### src/rtl/reg_file_dbg_pkg.sv
// ---------------------------------------------------------------------------
// reg_file_dbg_pkg
// Shared types and reset values for the register-file debug master.
//   dbg_op_e    : debug command opcodes as carried on cmd_op
//   dbg_state_e : states of the debug master FSM
//   RST_*       : reset values of the FSM state, latched opcode and cmd_ready
// ---------------------------------------------------------------------------
package reg_file_dbg_pkg;

   typedef enum logic [1:0] {
      OP_READ  = 2'd0,
      OP_WRITE = 2'd1,
      OP_DUMP  = 2'd2,
      OP_FILL  = 2'd3
   } dbg_op_e;

   typedef enum logic [2:0] {
      ST_IDLE = 3'd0,
      ST_RD   = 3'd1,
      ST_WR   = 3'd2,
      ST_DUMP = 3'd3,
      ST_FILL = 3'd4,
      ST_RESP = 3'd5
   } dbg_state_e;

   localparam dbg_state_e RST_STATE     = ST_IDLE;
   localparam dbg_op_e    RST_OP        = OP_READ;
   localparam logic       RST_CMD_READY = 1'b1;

endpackage

### src/rtl/rf_dbg_rsp_slot.sv
// ---------------------------------------------------------------------------
// rf_dbg_rsp_slot
// Single-entry valid/ready holding register for one debug response.
// Ports:
//   clk, rst        clock, asynchronous active-low reset
//   i_load          capture i_addr/i_data/i_last/i_err and raise o_valid
//   i_ready         consumer accepts the held response when o_valid is high
//   o_valid         response present; payload stable until i_ready
//   o_addr/o_data/o_last/o_err  held response payload
// ---------------------------------------------------------------------------
module rf_dbg_rsp_slot
   import reg_file_dbg_pkg::*;
#(
   parameter int ADDR_W = 5,
   parameter int DATA_W = 64
) (
   input  logic              clk,
   input  logic              rst,
   input  logic              i_load,
   input  logic [ADDR_W-1:0] i_addr,
   input  logic [DATA_W-1:0] i_data,
   input  logic              i_last,
   input  logic              i_err,
   input  logic              i_ready,
   output logic              o_valid,
   output logic [ADDR_W-1:0] o_addr,
   output logic [DATA_W-1:0] o_data,
   output logic              o_last,
   output logic              o_err
);

   logic              r_valid;
   logic [ADDR_W-1:0] r_addr;
   logic [DATA_W-1:0] r_data;
   logic              r_last;
   logic              r_err;

   // The FSM only loads while the slot is empty, so load takes priority.
   always_ff @(posedge clk or negedge rst) begin
      if (!rst) begin
         r_valid <= 1'b0;
         r_addr  <= '0;
         r_data  <= '0;
         r_last  <= 1'b0;
         r_err   <= 1'b0;
      end else if (i_load) begin
         r_valid <= 1'b1;
         r_addr  <= i_addr;
         r_data  <= i_data;
         r_last  <= i_last;
         r_err   <= i_err;
      end else if (r_valid && i_ready) begin
         r_valid <= 1'b0;
      end
   end

   assign o_valid = r_valid;
   assign o_addr  = r_addr;
   assign o_data  = r_data;
   assign o_last  = r_last;
   assign o_err   = r_err;

endmodule

### src/rtl/reg_file_dbg_master.sv
// ---------------------------------------------------------------------------
// reg_file_dbg_master
// Debug-side initiator for the register file. Turns READ / WRITE / DUMP /
// FILL debug commands into register-file read/write port cycles and returns
// results on a valid/ready response stream.
// Ports:
//   clk, rst                 clock, asynchronous active-low reset
//   cmd_valid/cmd_ready      command handshake; cmd_op/cmd_addr/cmd_data payload
//   rsp_valid/rsp_ready      response handshake; rsp_addr/rsp_data/rsp_last/rsp_err
//   rf_rd_addr, rf_rd_data   read port (combinational read data)
//   rf_wr_addr/data/enable   write port
//   busy                     FSM not idle
// ---------------------------------------------------------------------------
module reg_file_dbg_master
   import reg_file_dbg_pkg::*;
#(
   parameter int NUM_REGS      = 32,
   parameter int DATA_W        = 64,
   parameter int HARDWIRE_ZERO = 1,
   localparam int ADDR_W       = $clog2(NUM_REGS)
) (
   input  logic              clk,
   input  logic              rst,
   input  logic              cmd_valid,
   output logic              cmd_ready,
   input  logic [1:0]        cmd_op,
   input  logic [ADDR_W-1:0] cmd_addr,
   input  logic [DATA_W-1:0] cmd_data,
   output logic              rsp_valid,
   input  logic              rsp_ready,
   output logic [ADDR_W-1:0] rsp_addr,
   output logic [DATA_W-1:0] rsp_data,
   output logic              rsp_last,
   output logic              rsp_err,
   output logic [ADDR_W-1:0] rf_rd_addr,
   input  logic [DATA_W-1:0] rf_rd_data,
   output logic [ADDR_W-1:0] rf_wr_addr,
   output logic [DATA_W-1:0] rf_wr_data,
   output logic              rf_wr_enable,
   output logic              busy
);

   localparam int                CNT_W    = $clog2(NUM_REGS + 1);
   localparam logic [ADDR_W-1:0] LAST_IDX = ADDR_W'(NUM_REGS - 1);

   // Only matters when NUM_REGS is not a power of two.
   function automatic logic [ADDR_W-1:0] clamp_addr(input logic [ADDR_W-1:0] a);
      if (a > LAST_IDX) return LAST_IDX;
      return a;
   endfunction

   dbg_state_e        r_state, w_next_state;
   dbg_op_e           r_op;
   logic [ADDR_W-1:0] r_idx, w_idx_next;
   logic [DATA_W-1:0] r_data;
   logic [CNT_W-1:0]  r_cnt, w_cnt_next, w_cnt_inc;
   logic              r_fill_err, w_fill_err_next;

   logic              w_zero_blk;
   logic              w_accept;
   logic              w_rsp_fire;
   logic              w_load;
   logic [ADDR_W-1:0] w_ld_addr;
   logic [DATA_W-1:0] w_ld_data;
   logic              w_ld_last;
   logic              w_ld_err;

   assign w_zero_blk = (HARDWIRE_ZERO != 0) && (r_idx == '0);
   assign w_accept   = (r_state == ST_IDLE) && cmd_valid;
   assign w_rsp_fire = rsp_valid && rsp_ready;
   assign w_cnt_inc  = r_cnt + CNT_W'(!w_zero_blk);
   assign busy       = (r_state != ST_IDLE);

   // State register and latched command / index / fill bookkeeping
   always_ff @(posedge clk or negedge rst) begin
      if (!rst) begin
         r_state    <= RST_STATE;
         r_op       <= RST_OP;
         r_idx      <= '0;
         r_data     <= '0;
         r_cnt      <= '0;
         r_fill_err <= 1'b0;
      end else begin
         r_state <= w_next_state;
         if (w_accept) begin
            r_op       <= dbg_op_e'(cmd_op);
            r_idx      <= clamp_addr(cmd_addr);
            r_data     <= cmd_data;
            r_cnt      <= '0;
            r_fill_err <= 1'b0;
         end else begin
            r_idx      <= w_idx_next;
            r_cnt      <= w_cnt_next;
            r_fill_err <= w_fill_err_next;
         end
      end
   end

   // Next-state, port muxing and response-slot load
   always_comb begin
      w_next_state    = r_state;
      w_idx_next      = r_idx;
      w_cnt_next      = r_cnt;
      w_fill_err_next = r_fill_err;
      w_load          = 1'b0;
      w_ld_addr       = r_idx;
      w_ld_data       = r_data;
      w_ld_last       = 1'b1;
      w_ld_err        = 1'b0;
      cmd_ready       = 1'b0;
      rf_rd_addr      = '0;
      rf_wr_addr      = '0;
      rf_wr_data      = '0;
      rf_wr_enable    = 1'b0;

      case (r_state)
         ST_IDLE: begin
            cmd_ready = RST_CMD_READY;
            if (cmd_valid) begin
               case (dbg_op_e'(cmd_op))
                  OP_READ:  w_next_state = ST_RD;
                  OP_WRITE: w_next_state = ST_WR;
                  OP_DUMP:  w_next_state = ST_DUMP;
                  default:  w_next_state = ST_FILL;
               endcase
            end
         end

         ST_RD: begin
            rf_rd_addr   = r_idx;
            w_load       = 1'b1;
            w_ld_data    = rf_rd_data;
            w_next_state = ST_RESP;
         end

         ST_WR: begin
            rf_wr_addr   = r_idx;
            rf_wr_data   = r_data;
            rf_wr_enable = !w_zero_blk;
            w_load       = 1'b1;
            w_ld_err     = w_zero_blk;
            w_next_state = ST_RESP;
         end

         ST_DUMP: begin
            rf_rd_addr   = r_idx;
            w_load       = 1'b1;
            w_ld_data    = rf_rd_data;
            w_ld_last    = (r_idx == LAST_IDX);
            w_next_state = ST_RESP;
         end

         ST_FILL: begin
            rf_wr_addr   = r_idx;
            rf_wr_data   = r_data;
            rf_wr_enable = !w_zero_blk;
            if (r_idx == LAST_IDX) begin
               w_load       = 1'b1;
               w_ld_data    = DATA_W'(w_cnt_inc);
               w_ld_err     = r_fill_err || w_zero_blk;
               w_next_state = ST_RESP;
            end else begin
               w_idx_next      = r_idx + 1'b1;
               w_cnt_next      = w_cnt_inc;
               w_fill_err_next = r_fill_err || w_zero_blk;
            end
         end

         ST_RESP: begin
            // A non-final DUMP response loops back for the next register.
            if (w_rsp_fire) begin
               if ((r_op == OP_DUMP) && !rsp_last) begin
                  w_idx_next   = r_idx + 1'b1;
                  w_next_state = ST_DUMP;
               end else begin
                  w_next_state = ST_IDLE;
               end
            end
         end

         default: w_next_state = ST_IDLE;
      endcase
   end

   rf_dbg_rsp_slot #(
      .ADDR_W (ADDR_W),
      .DATA_W (DATA_W)
   ) u_rsp_slot (
      .clk     (clk),
      .rst     (rst),
      .i_load  (w_load),
      .i_addr  (w_ld_addr),
      .i_data  (w_ld_data),
      .i_last  (w_ld_last),
      .i_err   (w_ld_err),
      .i_ready (rsp_ready),
      .o_valid (rsp_valid),
      .o_addr  (rsp_addr),
      .o_data  (rsp_data),
      .o_last  (rsp_last),
      .o_err   (rsp_err)
   );

endmodule

### config.mk
export PLATFORM = sky130hd
export DESIGN_NAME = reg_file_dbg_master
export DESIGN_NICKNAME = d
export VERILOG_FILES = /design/src/rtl/reg_file_dbg_pkg.sv /design/src/rtl/rf_dbg_rsp_slot.sv /design/src/rtl/reg_file_dbg_master.sv
export SDC_FILE = /design/constraint.sdc
export NUM_CORES = 1
export LEC_CHECK = 0
export ABC_CLOCK_PERIOD_IN_PS = 2500
export BUFFER_PORTS_ARGS = -buffer_cell sky130_fd_sc_hd__buf_4
export CORE_AREA = 2 2 151 123
export DETAILED_ROUTE_END_ITERATION = 10
export DIE_AREA = 0 0 153 125
export PLACE_DENSITY = 0.73
export SETUP_SLACK_MARGIN = 0.15
export SYNTH_ARGS = -nofsm -noshare
export SYNTH_HDL_FRONTEND = slang
export SYNTH_SLANG_ARGS = --single-unit
### constraint.sdc
create_clock -name clk -period 2.5 [get_ports clk]
set_clock_uncertainty 0.05 [all_clocks]
set_input_delay 0.25 -clock clk [delete_from_list [all_inputs] [get_ports clk]]
set_output_delay 0.25 -clock clk [all_outputs]
set_load 0.1 [all_outputs]
==> summary.txt, run 1 <==
Routing
  – Detailed-route DRC error count: 0
  – Aggregate routed wire length: 28.7 mm
  – ANT nets after route: 0
  – Routed WL per cell: 20.5 um
  – 1st-pass router iterations: 5
  – Starting DRT DRC Count: 473
  – Via/cell ratio: 5.39
  – DR vias: 7545

Worst setup path
  – WS Path Type: flop to output pin
  – CP endpoint kind: output pin
  – Critical path, cell by cell: nand2b_2 -> a21oi_4 -> buf_4 -> buf_16 -> and2_1 -> buf_12
  – R2R cell count: 7
  – Flop2flop setup slack: 0.24 ns
  – Crit path max fanout: 13
  – CP max stage cell: dfrtp_2
  – Worst EP required: 2.20 ns
  – Worst setup SP type: flop
  – RR Endpoint: r_idx[4]
  – CP arrival: around 2 ns
  – CP max stage delay: 0.43 ns
  – Critical path launch point: r_state[1]
  – Setup crit end: rf_wr_data[46]
  – RR Startpoint: r_state[1]

Layout
  – Share of cells above drive strength 1: roughly 43%
  – Most frequent cells in the layout: buf_4, nand2_1, dfrtp_1, nor2_1, buf_12
  – # diodes: 0
  – Most common cell after layout, fill and taps aside: buf_4
  – Area growth, synth to finish: 66.3%
  – Fillcell total: around 1200
  – Final Util: 71.4%
  – # nets final: between 1000 and 1500

STA
  – Min Tclk post-route: 2.35 ns
  – Relative slew margins: about 53%
  – Fin. Hold Viols: 0
  – Final Cycle Share: 94.0%
  – Fin. max-slew vios: 0
  – Unrepaired setup endpoints after global routing: yes
  – Worst Max-Slew Pin Slew: 0.696 ns
  – Final setup viols: 0
  – Fmax achieved: 0.426 GHz
  – Setup TNS: 0 ns

Global routing
  – GR Overflow Total: 0
  – First-pass GRT wire length: between 40 and 50 mm
  – Vias in the first global route: 7509
  – Initial antenna violation count: 0
  – Largest net degree at the start of global routing: 54
  – GRT Util Overall: 27.6%

Synth
  – Synth async-reset ratio: 100%
  – Yosys reg bits: 153
  – Syn Std Cell Area: 7630 sq um
  – Post-synth EDFFs: 0
  – Synth warn: 0
  – Post-synth top flop: dfrtp_1
  – Synth cell types: 53
  – Post-synthesis instance total: 798
  – Sequential fraction of the synthesis area: 50.2%
  – Syn_nets: between 900 and 1000
  – Mean Syn Cell Area: 9.56 sq um

Job
  – Max_cap viols: 0

Die
  – Die ar.: 19100 sq um
  – # rows: 44
  – Die W: 153 um
  – Die Ht: 125 um
  – Initial core utilization: 42.9%
  – Top Ports: 288
  – Core area: 17800 sq um

Clocking
  – Clk root buf: clkbuf_16
  – CTS tree: done
  – Num CTS Buffers: 17
  – Htree depth: 4
  – CTS sink count: 153
  – Clk Latency, worst-skew pair: 0.42 ns
  – Deepest clock path buffer count: 2
  – Clock slew at reported path FFs: 0.06 ns

Placement
  – Gp weighted congestion: about 0.85
  – Post-DP HPWL: 17.0 mm
  – Input/output buffers: between 200 and 300

Run status
  – Status: finished clean

Worst hold path
  – HP Class: input port to flop
cell type report:
type / count / area, sq um / area share, %
repair buffers: 398 / 4290 / 33.8
flip-flops and latches: 153 / 3830 / 30.2
multi-input cells: 578 / 3620 / 28.5
clock buffers: 19 / 443 / 3.49
well taps: 230 / 288 / 2.27
clock inverters: 12 / 175 / 1.38
inverters: 11 / 41.3 / 0.325
critical path: cells and delay by family (launching register included):
family,cells,cell delay (ns)
AOI/OAI and AO/OA,1,0.23
buffers and inverters,3,0.53
DFF,1,0.43
and+or+nand+nor,2,0.44
logic make-up (layout without fill, tap and decap cells):
| logic type | Yosys count | after routing | synth area share, % |
|---|---|---|---|
| adders and majority gates | 8 | 8 | 1.31 |
| AOI/OAI and AO/OA | 118 | 118 | 16.6 |
| DFF | 153 | 153 | 50.2 |
| and+or+nand+nor | 448 | 448 | 26.4 |
| buffers and inverters | 67 | 440 | 5.03 |
| xor gates and xnor gates | 4 | 4 | 0.459 |
what timing repair did:
action | in CTS | in global routing
hold endpoints to repair | 113 | 0
hold buffers | 65 | 0
cloned | 2 | 3
setup buffers | 8 | 3
pin swaps | 1 | 1
endpoints found under the setup margin | 132 | 137
resized for setup | 112 | 167
flip-flops by register name (all words and copies together), names as in the netlist, 2 cells and up:
register	cells
r_op	2
r_cnt	6
u_rsp_slot.o_addr	5
r_state	3
r_data	64
u_rsp_slot.o_data	64
r_idx	5
worst min-delay path by stage:
stage                      start               endpoint  slack (ns)  cells after the start
floorplan                    rst               r_cnt[0]        -0.1                      0
global placement             rst             r_data[10]        0.19                      1
detailed placement           rst  u_rsp_slot.o_data[10]        0.18                      1
CTS                  cmd_addr[0]               r_idx[0]       0.003                      3
global route        cmd_data[49]             r_data[49]        0.01                      3
finish               cmd_addr[0]               r_idx[0]        0.01                      3
layer usage:
metal	part of all wire (%)	routed length [um]	up-vias	track usage [%]
met2	48	13800	394	44.1
met5	0	0	-	0
met1	41	11800	3706	37.2
met3	8.5	2420	50	7.38
li1	-	-	3395	-
met4	2.3	648	0	8.55
synthesized netlist by cell type (2+ instances only):
cell type	count	area, sq um
xor2_1	2	17.5
and2_1	72	450
buf_6	4	45.0
dfrtp_1	153	3830
xnor2_1	2	17.5
inv_1	9	33.8
a22o_1	2	17.5
a221oi_2	58	871
clkinv_1	2	7.51
nor3_1	4	20.0
nor2_1	127	477
nand3_1	7	35.0
clkbuf_1	18	67.6
nor4b_4	2	47.6
ha_1	8	100
o21ai_1	3	15.0
nand2_1	218	818
buf_4	24	180
a221oi_1	4	35.0
o21ai_0	12	60.1
a22oi_1	4	30.0
and3_1	2	12.5
a21oi_1	14	70.1
o22ai_1	7	43.8
buf_2	10	50.1
nand2b_1	3	18.8
stage by stage:
stage | hold slack [ns] | cells | area (sq um) | setup slack (ns)
4_1_cts | 0.00255 | 1395 | 12000 | 0.151
2_1_floorplan | -0.0956 | 798 | 7650 | 0.102
3_5_place_dp | 0.185 | 1289 | 10200 | 0.0581
3_3_place_gp | 0.185 | 1289 | 10200 | 0.210
5_1_grt | 0.0148 | 1401 | 12700 | 0.0731
6_report | 0.0127 | 1401 | 12700 | 0.150
Power of run 1 is not shown: default switching activity piles up to over one toggle a cycle in this logic, so the estimate is an artifact.
==> run 2: changes to the inputs <==
ABC_CLOCK_PERIOD_IN_PS = 1900   (was 2500)
PLACE_DENSITY = 0.76   (was 0.73)
clock period = 1.9 ns   (was 2.5 ns; I/O delays follow)
==> run 2 against run 1 <==
Net effect:
- utilization grew 24 points
- cell count increased by 15%
- clock-buffer cell count unchanged
- worst setup slack worse by 0.68 ns
- critical path type is now flop to flop
- register-to-register slack worse by 0.77 ns
- wire length is 79% higher
- non-clock buffer count increased by 199
- global-route usage rose by 14 points
- highest routed layer is now met5
- the flow now finishes with violations (setup timing)
- die area stayed put
- first-iteration DRC count rose to 2.7 times the previous value
- hold slack gained 0.0016 ns
==> summary.txt, run 2 (synthesis results as in run 1) <==
Run status
  – Status: finished, violations left
  – Failing checks: setup timing

Routing
  – Routed WL per cell: 31.9 um (+56%)
  – DR vias: 10400 (+38%)
  – Aggregate routed wire length: 51.4 mm (+79%)
  – Via/cell ratio: 6.47 (+20%)
  – Detailed-route DRC error count: 0 (unchanged)
  – Starting DRT DRC Count: 1258 (+170%)
  – ANT nets after route: 0 (unchanged)
  – 1st-pass router iterations: 7 (+2)

Placement
  – Post-DP HPWL: 17.6 mm (+3.1%)
  – Placed Instance Area: 10600 sq um (+4.7%)
  – Input/output buffers: 287 (unchanged)
  – Gp weighted congestion: 0.879 (+3.2%)

Global routing
  – GRT Util Overall: 41.4% (+14 points)
  – First-pass GRT wire length: 60.0 mm (+44%)
  – Met2 usage: 69.9% (+26 points)
  – Largest net degree at the start of global routing: 55 (+1.9%)
  – GRT met3 Usage: 10.7% (+3.4 points)
  – Grt peak-use layer: met2
  – Initial antenna violation count: 4 (+4)
  – Vias in the first global route: 9985 (+33%)
  – Met1 Resource Use GR: 47.4% (+10 points)
  – GR Overflow Total: 0 (unchanged)

Clocking
  – Deepest clock path buffer count: 2 (unchanged)
  – Clk Latency, worst-skew pair: 0.44 ns (+0.02 ns)
  – Clk root buf: clkbuf_16
  – CTS tree: done
  – CTS sink count: 153 (unchanged)
  – Clock slew at reported path FFs: 0.07 ns (about the same)
  – Htree depth: 4 (unchanged)
  – Num CTS Buffers: 17 (unchanged)

Job
  – Max_cap viols: 0 (unchanged)

Layout
  – Fillcell total: 394 (-68%)
  – Most common cell after layout, fill and taps aside: buf_4
  – Share of cells above drive strength 1: 59.7% (+17 points)
  – Area growth, synth to finish: 122%
  – Design area: 17000 sq um (+34%)
  – Most frequent cells in the layout: buf_4, nand2_1, dfrtp_1, buf_12, dlygate4sd3_1
  – # nets final: 1509 (+16%)

Worst hold path
  – HP Class: input port to flop

Worst setup path
  – CP arrival: 2.68 ns (+0.63 ns)
  – Worst EP required: 2.15 ns (-0.05 ns)
  – Crit path max fanout: 4 (-9)
  – CP endpoint kind: flop
  – WS Path Type: flop to flop
  – Worst setup SP type: flop

STA
  – Unrepaired setup endpoints after global routing: yes
  – Final Cycle Share: 128%
  – Fin. max-slew vios: 0 (unchanged)
  – Fmax achieved: 0.412 GHz
  – Final setup viols: 226 (+226)
  – Final Worst Setup Slack: -0.529 ns (-0.679 ns)
  – Min Tclk post-route: 2.43 ns
  – Fin. Hold Viols: 0 (unchanged)
  – Relative slew margins: 58.9% (+5.4 points)
  – Worst Max-Slew Pin Slew: 0.613 ns (-0.0822 ns)

Die
  – Core area: 17800 sq um (unchanged)
  – Die W: 153 um (unchanged)
  – Die Ht: 125 um (unchanged)
  – Initial core utilization: 42.9% (unchanged)
  – Top Ports: 288 (unchanged)
  – # rows: 44 (unchanged)
  – Die ar.: 19100 sq um (unchanged)
run 2: cell types whose count changed in the layout (fill, tap and decap cells not counted), sizes merged:
cell / change
clkinv: -5
clkinvlp: +3
buf: +136
nor2: +1
diode: +4
inv: +4
nand2: +2
o21a: +1
bufbuf: +1
bufinv: -1
dlygate4sd3: +55
clkbuf: +7
run 2: routing by layer:
metal	share of wire, %	wire length, um
met1	32	16600
met2	45	23000
met3	11	5900
met4	11	5850
met5	0.016	8
run 2: area by class of cell:
class	count	area, sq um	share of cell area (%)
tap	230	288	1.70
multi-input combinational	582	4740	28.0
clock inverter	13	166	0.980
sequential	153	3830	22.6
timing repair buffer	597	7410	43.7
clock buffer	19	453	2.67
antenna	4	10.0	0.0590
inverter	11	65.1	0.383
run 2: metrics by stage:
stage	hold WS, ns	setup slack [ns]	utilization [%]	TNS [ns]	instances
4_1_cts	0.00235	-0.324	88.1	-25.12	1570
3_5_place_dp	0.0669	-0.158	59.8	-7.60	1311
3_3_place_gp	0.0659	-0.0878	59.8	-3.60	1311
5_1_grt	0.0142	-0.534	95.4	-65.83	1607
2_1_floorplan	-0.156	-0.408	-	-23.27	798
6_report	0.0143	-0.529	95.5	-59.28	1609
run 2: final timing paths:
path,startpoint,end,slack (ns),cells after the start
min,rf_rd_data[36],u_rsp_slot.o_data[36],0.01,3
min in group asynchronous,rst,r_op[0],0.19,2
max,r_idx[0],u_rsp_slot.o_data[4],-0.53,11
max in group asynchronous,rst,u_rsp_slot.o_data[43],0.91,3
min reg2reg,u_rsp_slot.o_err,u_rsp_slot.o_err,0.47,2
max reg2reg,r_idx[0],u_rsp_slot.o_data[4],-0.53,11
run 2: critical path: stages (launching register included):
cell,delay [ns]
dfrtp_1,0.43
buf_6,0.14
buf_6,0.12
inv_6,0.06
ha_4,0.13
nor4b_4,0.27
inv_2,0.12
ha_4,0.19
ha_4,0.19
nand3_4,0.11
xor2_4,0.09
a221oi_2,0.39
run 2: what timing repair did:
item                       in CTS  in global routing
pin swaps                      59                 60
cloned                         39                 13
buffers inserted               68                 22
gates resized for setup       395                187
hold buffers                  120                  0
setup endpoints to repair     225                228
hold endpoints to repair      158                  0
Power of run 2 is left out for the same reason.
